--- config.mk ---
export PLATFORM = sky130hd
export DESIGN_NAME = lcd_msg_sequencer
export DESIGN_NICKNAME = d
export VERILOG_FILES = /design/src/rtl/lcd_msg_sequencer.sv
export SDC_FILE = /design/constraint.sdc
export NUM_CORES = 1
export LEC_CHECK = 0
export ABC_CLOCK_PERIOD_IN_PS = 5700
export CAP_MARGIN = 20
export CORE_UTILIZATION = 51
export CTS_CLUSTER_SIZE = 20
export DETAILED_ROUTE_END_ITERATION = 8
export PLACE_DENSITY = 0.94
export SKIP_CTS_REPAIR_TIMING = 1
export SKIP_LAST_GASP = 1
export SLEW_MARGIN = 20
export SYNTH_ARGS = -nofsm -noshare
export SYNTH_HDL_FRONTEND = slang
export SYNTH_SLANG_ARGS = --single-unit
--- constraint.sdc ---
create_clock -name clk -period 5.7 [get_ports clk]
set_input_delay 0.855 -clock clk [delete_from_list [all_inputs] [get_ports clk]]
set_output_delay 0.855 -clock clk [all_outputs]
set_load 0.03 [all_outputs]
--- src/rtl/lcd_msg_sequencer.sv ---
// lcd_msg_sequencer: plays a fixed-length message onto an LCD controller
// (clear, then one register write per byte) while echoing every byte to a
// UART transmitter. A 0x00 byte or the end of the buffer ends the message;
// 0x0A is turned into a "cursor to line 2" command.
`timescale 1ns/1ps

module lcd_msg_sequencer #(
  parameter int CLK_FREQ    = 25000000,
  parameter int MSG_LEN     = 16,
  parameter int INIT_DELAY  = 375000,
  parameter int CMD_DELAY   = 50000,
  parameter int CHAR_DELAY  = 25000,
  parameter int HOLD_CYCLES = 10,
  parameter int AUTO_START  = 1
) (
  input  logic                 clk,
  input  logic                 rst,
  input  logic                 start,
  input  logic [8*MSG_LEN-1:0] msg,
  output logic                 lcd_cs,
  output logic                 lcd_we,
  output logic [7:0]           lcd_addr,
  output logic [7:0]           lcd_wdata,
  output logic                 uart_start,
  output logic [7:0]           uart_data,
  input  logic                 uart_busy,
  output logic                 busy,
  output logic                 done,
  output logic [5:0]           char_idx
);

  localparam int MAX_A     = (INIT_DELAY > CMD_DELAY) ? INIT_DELAY : CMD_DELAY;
  localparam int MAX_B     = (CHAR_DELAY > HOLD_CYCLES) ? CHAR_DELAY : HOLD_CYCLES;
  localparam int MAX_DELAY = (MAX_A > MAX_B) ? MAX_A : MAX_B;
  localparam int CW        = $clog2(MAX_DELAY) + 1;

  localparam logic [5:0] END_IDX = 6'(MSG_LEN);
  localparam logic [7:0] REG_DATA = 8'h00;
  localparam logic [7:0] REG_CMD  = 8'h01;
  localparam logic [7:0] CMD_CLR  = 8'h01;
  localparam logic [7:0] CMD_LINE2 = 8'hC0;

  // Reject illegal configurations at elaboration time.
  if (CLK_FREQ < 1 || MSG_LEN < 1 || MSG_LEN > 32) begin : g_bad_params
    $error("lcd_msg_sequencer: illegal CLK_FREQ or MSG_LEN");
  end

  typedef enum logic [3:0] {
    IDLE, INIT_WAIT, CLR_ISSUE, CLR_HOLD, GAP,
    FETCH, UART_WAIT, WR_ISSUE, WR_HOLD, DONE
  } state_t;

  state_t          state_q, state_d;
  logic [CW-1:0]   cnt_q, cnt_d;
  logic            lcd_ready_q, lcd_ready_d;
  logic            auto_q, auto_d;
  logic [5:0]      char_idx_q, char_idx_d;
  logic [7:0]      cur_q, cur_d;
  logic            strobe_q, strobe_d;
  logic [7:0]      addr_q, addr_d;
  logic [7:0]      wdata_q, wdata_d;
  logic            uart_start_q, uart_start_d;
  logic [7:0]      uart_data_q, uart_data_d;
  logic            busy_q, busy_d;
  logic            done_q, done_d;

  logic [7:0]      fetch_byte;
  logic            is_newline;
  logic [CW-1:0]   gap_delay;

  // Select msg byte char_idx; indices at or past MSG_LEN read as 0x00.
  always_comb begin
    fetch_byte = 8'h00;
    for (int k = 0; k < MSG_LEN; k++) begin
      if (char_idx_q == 6'(k)) fetch_byte = msg[8*k +: 8];
    end
  end

  assign is_newline = (cur_q == 8'h0A);

  // Idle time after a write: command writes (clear, newline) wait longer.
  always_comb begin
    if (state_q == CLR_ISSUE || state_q == CLR_HOLD || is_newline) gap_delay = CW'(CMD_DELAY);
    else                                                          gap_delay = CW'(CHAR_DELAY);
  end

  // Next-state logic, plus next values of the registered outputs.
  always_comb begin
    // NOTE: every signal assigned in this block gets a default first, so no
    // path leaves one unassigned and no latch is inferred.
    state_d      = state_q;
    cnt_d        = cnt_q;
    lcd_ready_d  = lcd_ready_q;
    auto_d       = auto_q;
    char_idx_d   = char_idx_q;
    cur_d        = cur_q;
    addr_d       = addr_q;
    wdata_d      = wdata_q;
    uart_data_d  = uart_data_q;
    uart_start_d = 1'b0;

    case (state_q)
      IDLE: begin
        if (start || auto_q) begin
          auto_d     = 1'b0;
          char_idx_d = '0;
          if (lcd_ready_q) begin
            state_d = CLR_ISSUE;
          end else begin
            state_d = INIT_WAIT;
            cnt_d   = CW'(INIT_DELAY);
          end
        end
      end
      INIT_WAIT: begin
        if (cnt_q <= CW'(1)) begin
          lcd_ready_d = 1'b1;
          state_d     = CLR_ISSUE;
        end else begin
          cnt_d = cnt_q - CW'(1);
        end
      end
      CLR_ISSUE, WR_ISSUE: begin
        if (HOLD_CYCLES == 0) begin
          state_d = GAP;
          cnt_d   = gap_delay;
          if (state_q == WR_ISSUE) char_idx_d = char_idx_q + 6'd1;
        end else begin
          state_d = (state_q == CLR_ISSUE) ? CLR_HOLD : WR_HOLD;
          cnt_d   = CW'(HOLD_CYCLES);
        end
      end
      CLR_HOLD, WR_HOLD: begin
        if (cnt_q <= CW'(1)) begin
          state_d = GAP;
          cnt_d   = gap_delay;
          if (state_q == WR_HOLD) char_idx_d = char_idx_q + 6'd1;
        end else begin
          cnt_d = cnt_q - CW'(1);
        end
      end
      GAP: begin
        if (cnt_q <= CW'(1)) state_d = FETCH;
        else                 cnt_d   = cnt_q - CW'(1);
      end
      FETCH: begin
        if (char_idx_q == END_IDX || fetch_byte == 8'h00) begin
          state_d = DONE;
        end else begin
          cur_d   = fetch_byte;
          state_d = UART_WAIT;
        end
      end
      UART_WAIT: begin
        if (!uart_busy) begin
          uart_start_d = 1'b1;
          uart_data_d  = cur_q;
          state_d      = WR_ISSUE;
        end
      end
      DONE: begin
        if (start) begin
          char_idx_d = '0;
          state_d    = CLR_ISSUE;
        end
      end
      default: state_d = IDLE;
    endcase

    // Outputs follow the state being entered, so they line up with it once
    // registered and stay constant across every hold cycle.
    strobe_d = (state_d == CLR_ISSUE) || (state_d == CLR_HOLD) ||
               (state_d == WR_ISSUE)  || (state_d == WR_HOLD);
    if (state_d == CLR_ISSUE) begin
      addr_d  = REG_CMD;
      wdata_d = CMD_CLR;
    end else if (state_d == WR_ISSUE && state_q != WR_ISSUE) begin
      addr_d  = is_newline ? REG_CMD   : REG_DATA;
      wdata_d = is_newline ? CMD_LINE2 : cur_q;
    end
    busy_d = (state_d != IDLE) && (state_d != DONE);
    done_d = (state_d == DONE);
  end

  // State, counters and registered outputs; rst clears everything at once.
  always_ff @(posedge clk or posedge rst) begin
    if (rst) begin
      state_q      <= IDLE;
      cnt_q        <= '0;
      lcd_ready_q  <= 1'b0;
      auto_q       <= (AUTO_START != 0);
      char_idx_q   <= '0;
      cur_q        <= '0;
      strobe_q     <= 1'b0;
      addr_q       <= '0;
      wdata_q      <= '0;
      uart_start_q <= 1'b0;
      uart_data_q  <= '0;
      busy_q       <= 1'b0;
      done_q       <= 1'b0;
    end else begin
      // NOTE: non-blocking assignments here so every flop samples the
      // pre-edge values computed above, independent of statement order.
      state_q      <= state_d;
      cnt_q        <= cnt_d;
      lcd_ready_q  <= lcd_ready_d;
      auto_q       <= auto_d;
      char_idx_q   <= char_idx_d;
      cur_q        <= cur_d;
      strobe_q     <= strobe_d;
      addr_q       <= addr_d;
      wdata_q      <= wdata_d;
      uart_start_q <= uart_start_d;
      uart_data_q  <= uart_data_d;
      busy_q       <= busy_d;
      done_q       <= done_d;
    end
  end

  assign lcd_cs     = strobe_q;
  assign lcd_we     = strobe_q;
  assign lcd_addr   = addr_q;
  assign lcd_wdata  = wdata_q;
  assign uart_start = uart_start_q;
  assign uart_data  = uart_data_q;
  assign busy       = busy_q;
  assign done       = done_q;
  assign char_idx   = char_idx_q;

endmodule

# Word-level counts from Yosys, hierarchy flattened
# Cells that the tools add are included.
# totals
inputBits	132
word_cells	127
register_bits	68
output_inout_bits	35
# op_classes
muxes	45
n_lt_le_gt_ge	1
addsub	2
reduce_logical	25
n_bitwise	2
eq_ne	39
# op_table
cell	count
8-bit two-way mux	21
20-bit two-way mux	4
20-bit case mux with 4 select lines	1
6-bit by 4-bit equality test with 1-bit output (second input constant)	8
4-bit two-way mux	8
4-bit case mux with 8 select lines	1
6-bit by 3-bit equality test with 1-bit output (second input constant)	4
6-bit two-way mux	4
4-bit by 3-bit equality test with 1-bit output (second input constant)	5
20-bit by 1-bit less-or-equal comparator with 1-bit output (second input constant)	1
20-bit by 1-bit subtractor with 20-bit output (second input constant)	1
6-bit case mux with 3 select lines	1
4-bit by 2-bit equality test with 1-bit output (second input constant)	4
4-bit equality test (second input constant)	4
16-bit two-way mux	1
6-bit by 2-bit equality test with 1-bit output (second input constant)	2
2-bit != test (second input constant)	6
8-bit by 4-bit equality test with 1-bit output (second input constant)	1
8-bit zero test	1
2-bit AND reduction	4
4-bit nonzero test	2
1-bit logical OR	7
6-bit by 1-bit adder with 6-bit output (second input constant)	1
6-bit by 1-bit equality test with 1-bit output (second input constant)	1
15 further kinds	21

# Depth between registers and ports, before layout
# logic_depth
depth_word	25
depth_mapped	12
ltp_nobuf	10

# Worst setup path after synthesis
# No wires, ideal clock.
# synth_path
kind	reg2reg
startpoint	reg char_idx_q[0], in the netlist char_idx[0]
endpoint	reg busy_q, in the netlist busy
arrival_ns	3.273
path_buffers	1
setup_slack_ns	2.288
path_stages_with_launch	12
setup_time_ns	0.139
t_required_ns	5.561
period_less_slack_ns	3.412
cell_sequence	dfrtp_1 inv_1 ha_1 buf_6 or4b_1 or3_4 o221ai_2 a21o_2 o211ai_4 nor4_4 a31oi_4 or4_1
# synth_via
elab_chain_cells	23
elab_cells_between_ends	40
cone_classes	17 x eq/ne; 18 x mux; 5 x reduce/logical
# synth_rtl
element	line	rtl
from (decl)	57	logic [5:0] char_idx_q, char_idx_d;
from (signal assigned)	208	char_idx_q <= char_idx_d;
6-bit zero test	75	if (char_idx_q == 6'(k)) fetch_byte = msg[8*k +: 8];
8-bit two-way mux (16 in a row)	75	
8-bit zero test	147	if (char_idx_q == END_IDX || fetch_byte == 8'h00) begin
1-bit logical OR *	147	
4-bit two-way mux *	147	
4-bit case mux with 8 select lines *	102	case (state_q)
4-bit != test / 4-bit nonzero test (equally long branches)	181	busy_d = (state_d != IDLE) && (state_d != DONE);
1-bit logical AND *	181	
named net busy_d	64	logic busy_q, busy_d;
to (signal assigned)	215	busy_q <= busy_d;
to (decl)	64	
# Mark *: on every way through the listed nets, which the timed path passes. The rest lies on a longest branch.
# A chain may end at the register's enable or synchronous reset.

# Final worst setup path
# layout_path
startpoint	reg char_idx_q[1], in the netlist char_idx[1]
endpoint	reg busy_q, in the netlist busy
# Same word-level chain as after synthesis.

==> flow_summary_export.csv <==
group,metric,value,unit
die,io_pins,167,
routing,firstDrtPassIters,6,
run_status,status,"completed",
power,power_density,206.3,mW/mm2
layout,layout_commonest_cell,"clkdlybuf4s50_1",
logic_synthesis,synthCells,659,
setup_path,cp.required,5.91,ns
layout,multi_input_area,0.003323,mm2
power,irDropWorstVdd,0.2591,mV
layout,final_cell_mix,"clkdlybuf4s50_1, nor2_1, nand2_1",
grt,first_global_vias,5512,
power,finalPower,1.422,mW
sta,timing.final.ws_setup,1.741,ns
sta,rsz0062_at_grt,"false",
logic_synthesis,postSynth.asyncResetShare,1.000,
grt,grt_pass1_wl,30.24,mm
layout,syn_to_final_growth,33.71,%
sta,drv_slew,0,
setup_path,crit_end,"busy$_DFF_PP0_",
clock_tree,clk_latency,0.35,ns
logic_synthesis,yosysTopAreaCellShare,0.2912,
power,p_leak,2.690,nW
setup_path,regToRegStartpoint,"char_idx[1]$_DFFE_PP0P_",
sta,worst_slew_pin_slew,0.9756,ns
placement,hpwl,15.96,mm
setup_path,reg2reg_to,"busy$_DFF_PP0_",
grt,grt_start_max_net_pins,62,
grt,grtUsageTotal,0.3883,
setup_path,start_kind,"flop",
routing,drt_iter0_markers,769,
layout,n_antenna_cell,0,
routing,dr_total_vias,6135,
clock_tree,clk_path_buf_depth,2,
logic_synthesis,seq_area_frac_synth,0.2963,
placement,dpl_worst_slack,1.853,ns
setup_path,cp.arrival,4.17,ns
setup_path,crit_path_start,"char_idx[1]$_DFFE_PP0P_",
sta,relSlewSlack,0.3496,
sta,setup-violations-final,0,
clock_tree,cts.clk_slew.worst_paths,0.07,ns
routing,totalWireLength,20.64,mm
logic_synthesis,syn_area,0.005156,mm2
min_path,hp-class,"flop to flop",
die,core_area,0.009774,mm2
routing,wl_per_cell,22.17,um
layout,layout.cells.non_filler,931,
sta,fmax,252.6,MHz
die,initial_core_util,0.5275,
placement,gp_congestion,1.019,
logic_synthesis,synth_top_area_cell,"dfrtp_1",
setup_path,rrSetupSlack,1.74,ns
grt,antenna_found_initial,0,
logic_synthesis,avgSynthCellArea,7.824,um2
logic_synthesis,synth_warnings,0,
job,maxCapViolCount,0,
die,dieArea,0.01052,mm2
layout,fill_cells,790,
layout,register_area,0.001528,mm2
min_path,holdPathStages,2,
logic_synthesis,yosysUniqueCellTypes,92,
logic_synthesis,yosys_most_used_dff,"dfrtp_1",
routing,drc,0,
placement,dp_cells,915,
clock_tree,h-tree-depth,3,
die,die_x,102.6,um
logic_synthesis,synth_area_leaders,"dfrtp_1, nor2_1, nand2_1",
sta,period_share,0.6945,
clock_tree,cts_made_buffers,9,
routing,vias_per_cell,6.590,
clock_tree,cts-root-buf,"clkbuf_8",
setup_path,path_class,"flop to flop",
sta,finalClockSkew,0.01128,ns
grt,grt-ovfl-total,0,
die,fp.dieH,102.6,um
setup_path,end_kind,"flop",
logic_synthesis,synth_edf_count,0,
layout,drive_above_1_share,0.07268,
layout,num-nets-final,931,
routing,route.antenna.remaining_nets,0,
sta,hold_viol,0,
clock_tree,clkSinkCount,61,
logic_synthesis,synth_seq_cells,61,
clock_tree,cts_tree,"built",
setup_path,crit_slowest_cell,"nor2b_1",
sta,tns,0,ns
sta,min_period,3.959,ns
die,std_cell_rows,36,
setup_path,cpPeakStageDelay,0.71,ns
setup_path,crit_fanout,16,
placement,port-buffer-count,159,
setup_path,path_cells,"inv_1 -> ha_1 -> nor2b_1 -> nand2_1 -> nor3_1 -> nor4_1 -> a211o_1 -> nor4_4 -> a31oi_4 -> or4_1",
setup_path,r2r_cells,10,
report_power, final:
| group | total, mW | internal [mW] | switching, mW |
|---|---|---|---|
| combinational | 0.472 | 0.217 | 0.255 |
| clock | 0.378 | 0.201 | 0.177 |
| sequential | 0.572 | 0.491 | 0.0810 |
| total | 1.42 | 0.909 | 0.514 |
flip-flops by register name, summed over array words and instances (netlist names), 4 cells and up:
name,flops
char_idx,6
cnt_q,20
cur_q,8
lcd_wdata,8
state_q,4
uart_data,8
worst max-delay path, delay by kind of cell, from the launching register on:
| kind | cells | cell delay (ns) |
|---|---|---|
| AND/OR/NAND/NOR | 6 | 2.16 |
| adder cells (fa/ha/maj) | 1 | 0.57 |
| AO/OA/AOI/OAI | 2 | 0.53 |
| flip-flops | 1 | 0.43 |
| buffers and inverters | 1 | 0.12 |
area by class of cell:
type | count | area share
timing repair buffer | 160 | 0.2319
multi-input combinational | 538 | 0.4820
tap | 133 | 0.02414
inverter | 23 | 0.01252
clock inverter | 6 | 0.009256
clock buffer | 10 | 0.01851
sequential | 61 | 0.2216
cell usage after synthesis, types with 7 or more instances:
master,number
nor2_1,76
nand2_1,73
dfrtp_1,60
o21ai_0,43
a21oi_1,39
nor3_1,33
nand3_1,30
inv_1,22
clkbuf_1,17
buf_2,11
or3_1,11
buf_4,10
o22ai_1,10
nand2b_1,9
a221oi_1,8
nor2b_1,8
a21o_1,7
o21a_1,7
o221ai_1,7
worst min path at each step:
stage                              from                       end  slack, ns
4_1_cts        uart_data[2]$_DFFE_PP0P_  uart_data[2]$_DFFE_PP0P_       0.49
5_1_grt              auto_q$_DFFE_PP1P_        auto_q$_DFFE_PP1P_       0.50
3_5_place_dp   uart_data[2]$_DFFE_PP0P_  uart_data[2]$_DFFE_PP0P_       0.47
6_report       uart_data[2]$_DFFE_PP0P_  uart_data[2]$_DFFE_PP0P_       0.49
2_1_floorplan   lcd_ready_q$_DFFE_PP0P_   lcd_ready_q$_DFFE_PP0P_       0.46
3_3_place_gp   uart_data[0]$_DFFE_PP0P_  uart_data[0]$_DFFE_PP0P_       0.46
metal layers:
metal	global-route usage	share of wire
met5	0	0
met4	0.1835	0.038
met3	0.08610	0.11
met2	0.6128	0.45
met1	0.5064	0.40
kinds of logic after synthesis:
| group | after synthesis | synth area share |
|---|---|---|
| AOI/OAI and AO/OA | 215 | 0.2997 |
| xor gates and xnor gates | 3 | 0.005097 |
| adders and majority gates | 6 | 0.01456 |
| and+or+nand+nor | 302 | 0.3096 |
| DFF | 61 | 0.2963 |
| buffers and inverters | 66 | 0.06382 |
| muxes | 5 | 0.01019 |
| other | 1 | 0.0007273 |
metrics by stage:
step	utilization	hold WS [ns]	area (um2)
2_1_floorplan	-	0.4566	5179
3_3_place_gp	0.6856	0.4635	6701
3_5_place_dp	0.6856	0.4709	6701
4_1_cts	0.7052	0.4893	6893
5_1_grt	0.7053	0.4972	6894
6_report	0.7053	0.4860	6894
No activity file was read; power rests on OpenSTA's default activity.
==> variant (same flow settings) <==
Set the parameter `AUTO_START` to 0 (it was 1).
--- a/src/rtl/lcd_msg_sequencer.sv
+++ b/src/rtl/lcd_msg_sequencer.sv
@@ -12,5 +12,5 @@
   parameter int CHAR_DELAY  = 25000,
   parameter int HOLD_CYCLES = 10,
-  parameter int AUTO_START  = 1
+  parameter int AUTO_START  = 0
 ) (
   input  logic                 clk,
Formal check against the unedited RTL: not equivalent (a bounded check fails within 4 cycles, from zero or initial values and one cycle with rst high).
==> variant against the original RTL <==
Routed wire length shrank 3.0%; via count up 1.2%; area after synthesis decreased by 2.7%; die area decreased by 2.7%; cell count is 0.11% lower; total power is 0.87% higher; count of clock-buffer cells in the layout rose by 1; sequential cell count fell by 1; setup slack lost 0.033 ns; design area down 1.0%.
==> variant: results (changes against the original RTL) <==
[detailed_routing]
routed_wl_um = 20000  ; -3.0%
wl_met2_um = 10100  ; +8.6%
drt-pass1-iter-count = 5  ; -1
wire_per_inst_um = 21.5  ; -2.9%
met3_length_um = 1590  ; -29%
drt_iter0_markers = 539  ; -30%

[sta]
skew_ns = 0.0158  ; +0.00457 ns
max_slew_margin_pct = 34.9  ; about the same

[global_routing]
grt_max_degree = 61  ; -1.6%
antenna_found_initial = 1  ; +1
grt_pass1_vias = 6073  ; +10%
grt_pass1_wl_um = 31400  ; +3.9%
grt.total_usage_pct = 40.3  ; +1.4 points

[yosys]
synth-compound-area-share_pct = 30.0  ; +0.039 points
synthAdderAreaFrac_pct = 1.50  ; +0.041 points
synth_common_cells = nand2_1 (83), o21ai_0 (65), nor2_1 (62)
synthXorXnorAreaFrac_pct = 0.698  ; +0.19 points
synth_seq_cells = 60  ; -1.6%
syn_inst = 655  ; -0.61%
synth.yosys.seq_area_share_pct = 29.9  ; +0.30 points

[final_layout]
multi_input_area_um2 = 3280  ; -1.4%
multi_input_cells = 546  ; +1.5%
inv_count = 17  ; -26%
buf_share_pct = 23.5  ; +0.34 points
layout-drive-gt1-share_pct = 5.63  ; -1.6 points
nNonClkBuffers = 161  ; +0.63%
clock_area_share_pct = 3.10  ; +0.32 points
utilization_pct = 72.8  ; +2.3 points
clkbuf_count = 11  ; +1
fill_cells = 723  ; -8.5%
final_nets = 933  ; +0.21%

[place]
post-dp-hpwl_um = 15700  ; -1.6%
dp.cells = 913  ; -0.22%
preCtsSetupSlack_ns = 1.86  ; +0.0108 ns
gp_congestion = 1.02  ; -0.21%

[power]
ir_worst_vdd_mv = 0.124  ; -52%

[setup_path]
critical_path.max_fanout = 12  ; -4

[min_path]
hp-start = uart_data[5]$_DFFE_PP0P_

[status]
status = finished, final reports clean

[floorplanning]
die_w_um = 101  ; -1.3%

variant: cell count changes in the layout (fill, tap and decap cells not counted), moves of 5 or more:
cell	delta
o21ai_0	+22
nor2_1	-14
nand2_1	+10
o31ai_1	+8
inv_1	-6
or3_1	+6
a21o_1	-5
nand3_1	-5
nor3_1	-5
o41ai_1	+5
variant: final timing paths:
path,cells after the start,slack [ns],to
max reg2reg,11,1.71,cur_q[2]$_DFFE_PP0P_
max in group asynchronous,3,4.17,char_idx[2]$_DFFE_PP0P_
max,11,1.71,cur_q[2]$_DFFE_PP0P_
min,2,0.49,uart_data[5]$_DFFE_PP0P_
min reg2reg,2,0.49,uart_data[5]$_DFFE_PP0P_
min in group asynchronous,3,1.05,cnt_q[12]$_DFFE_PP0P_
variant: power by group:
group	internal [mW]	total, mW	leakage [nW]	switching (mW)
Sequential	0.492	0.575	0.775	0.0832
Clock	0.225	0.400	0.0938	0.174
Combinational	0.219	0.460	1.78	0.241
Total	0.936	1.43	2.65	0.498
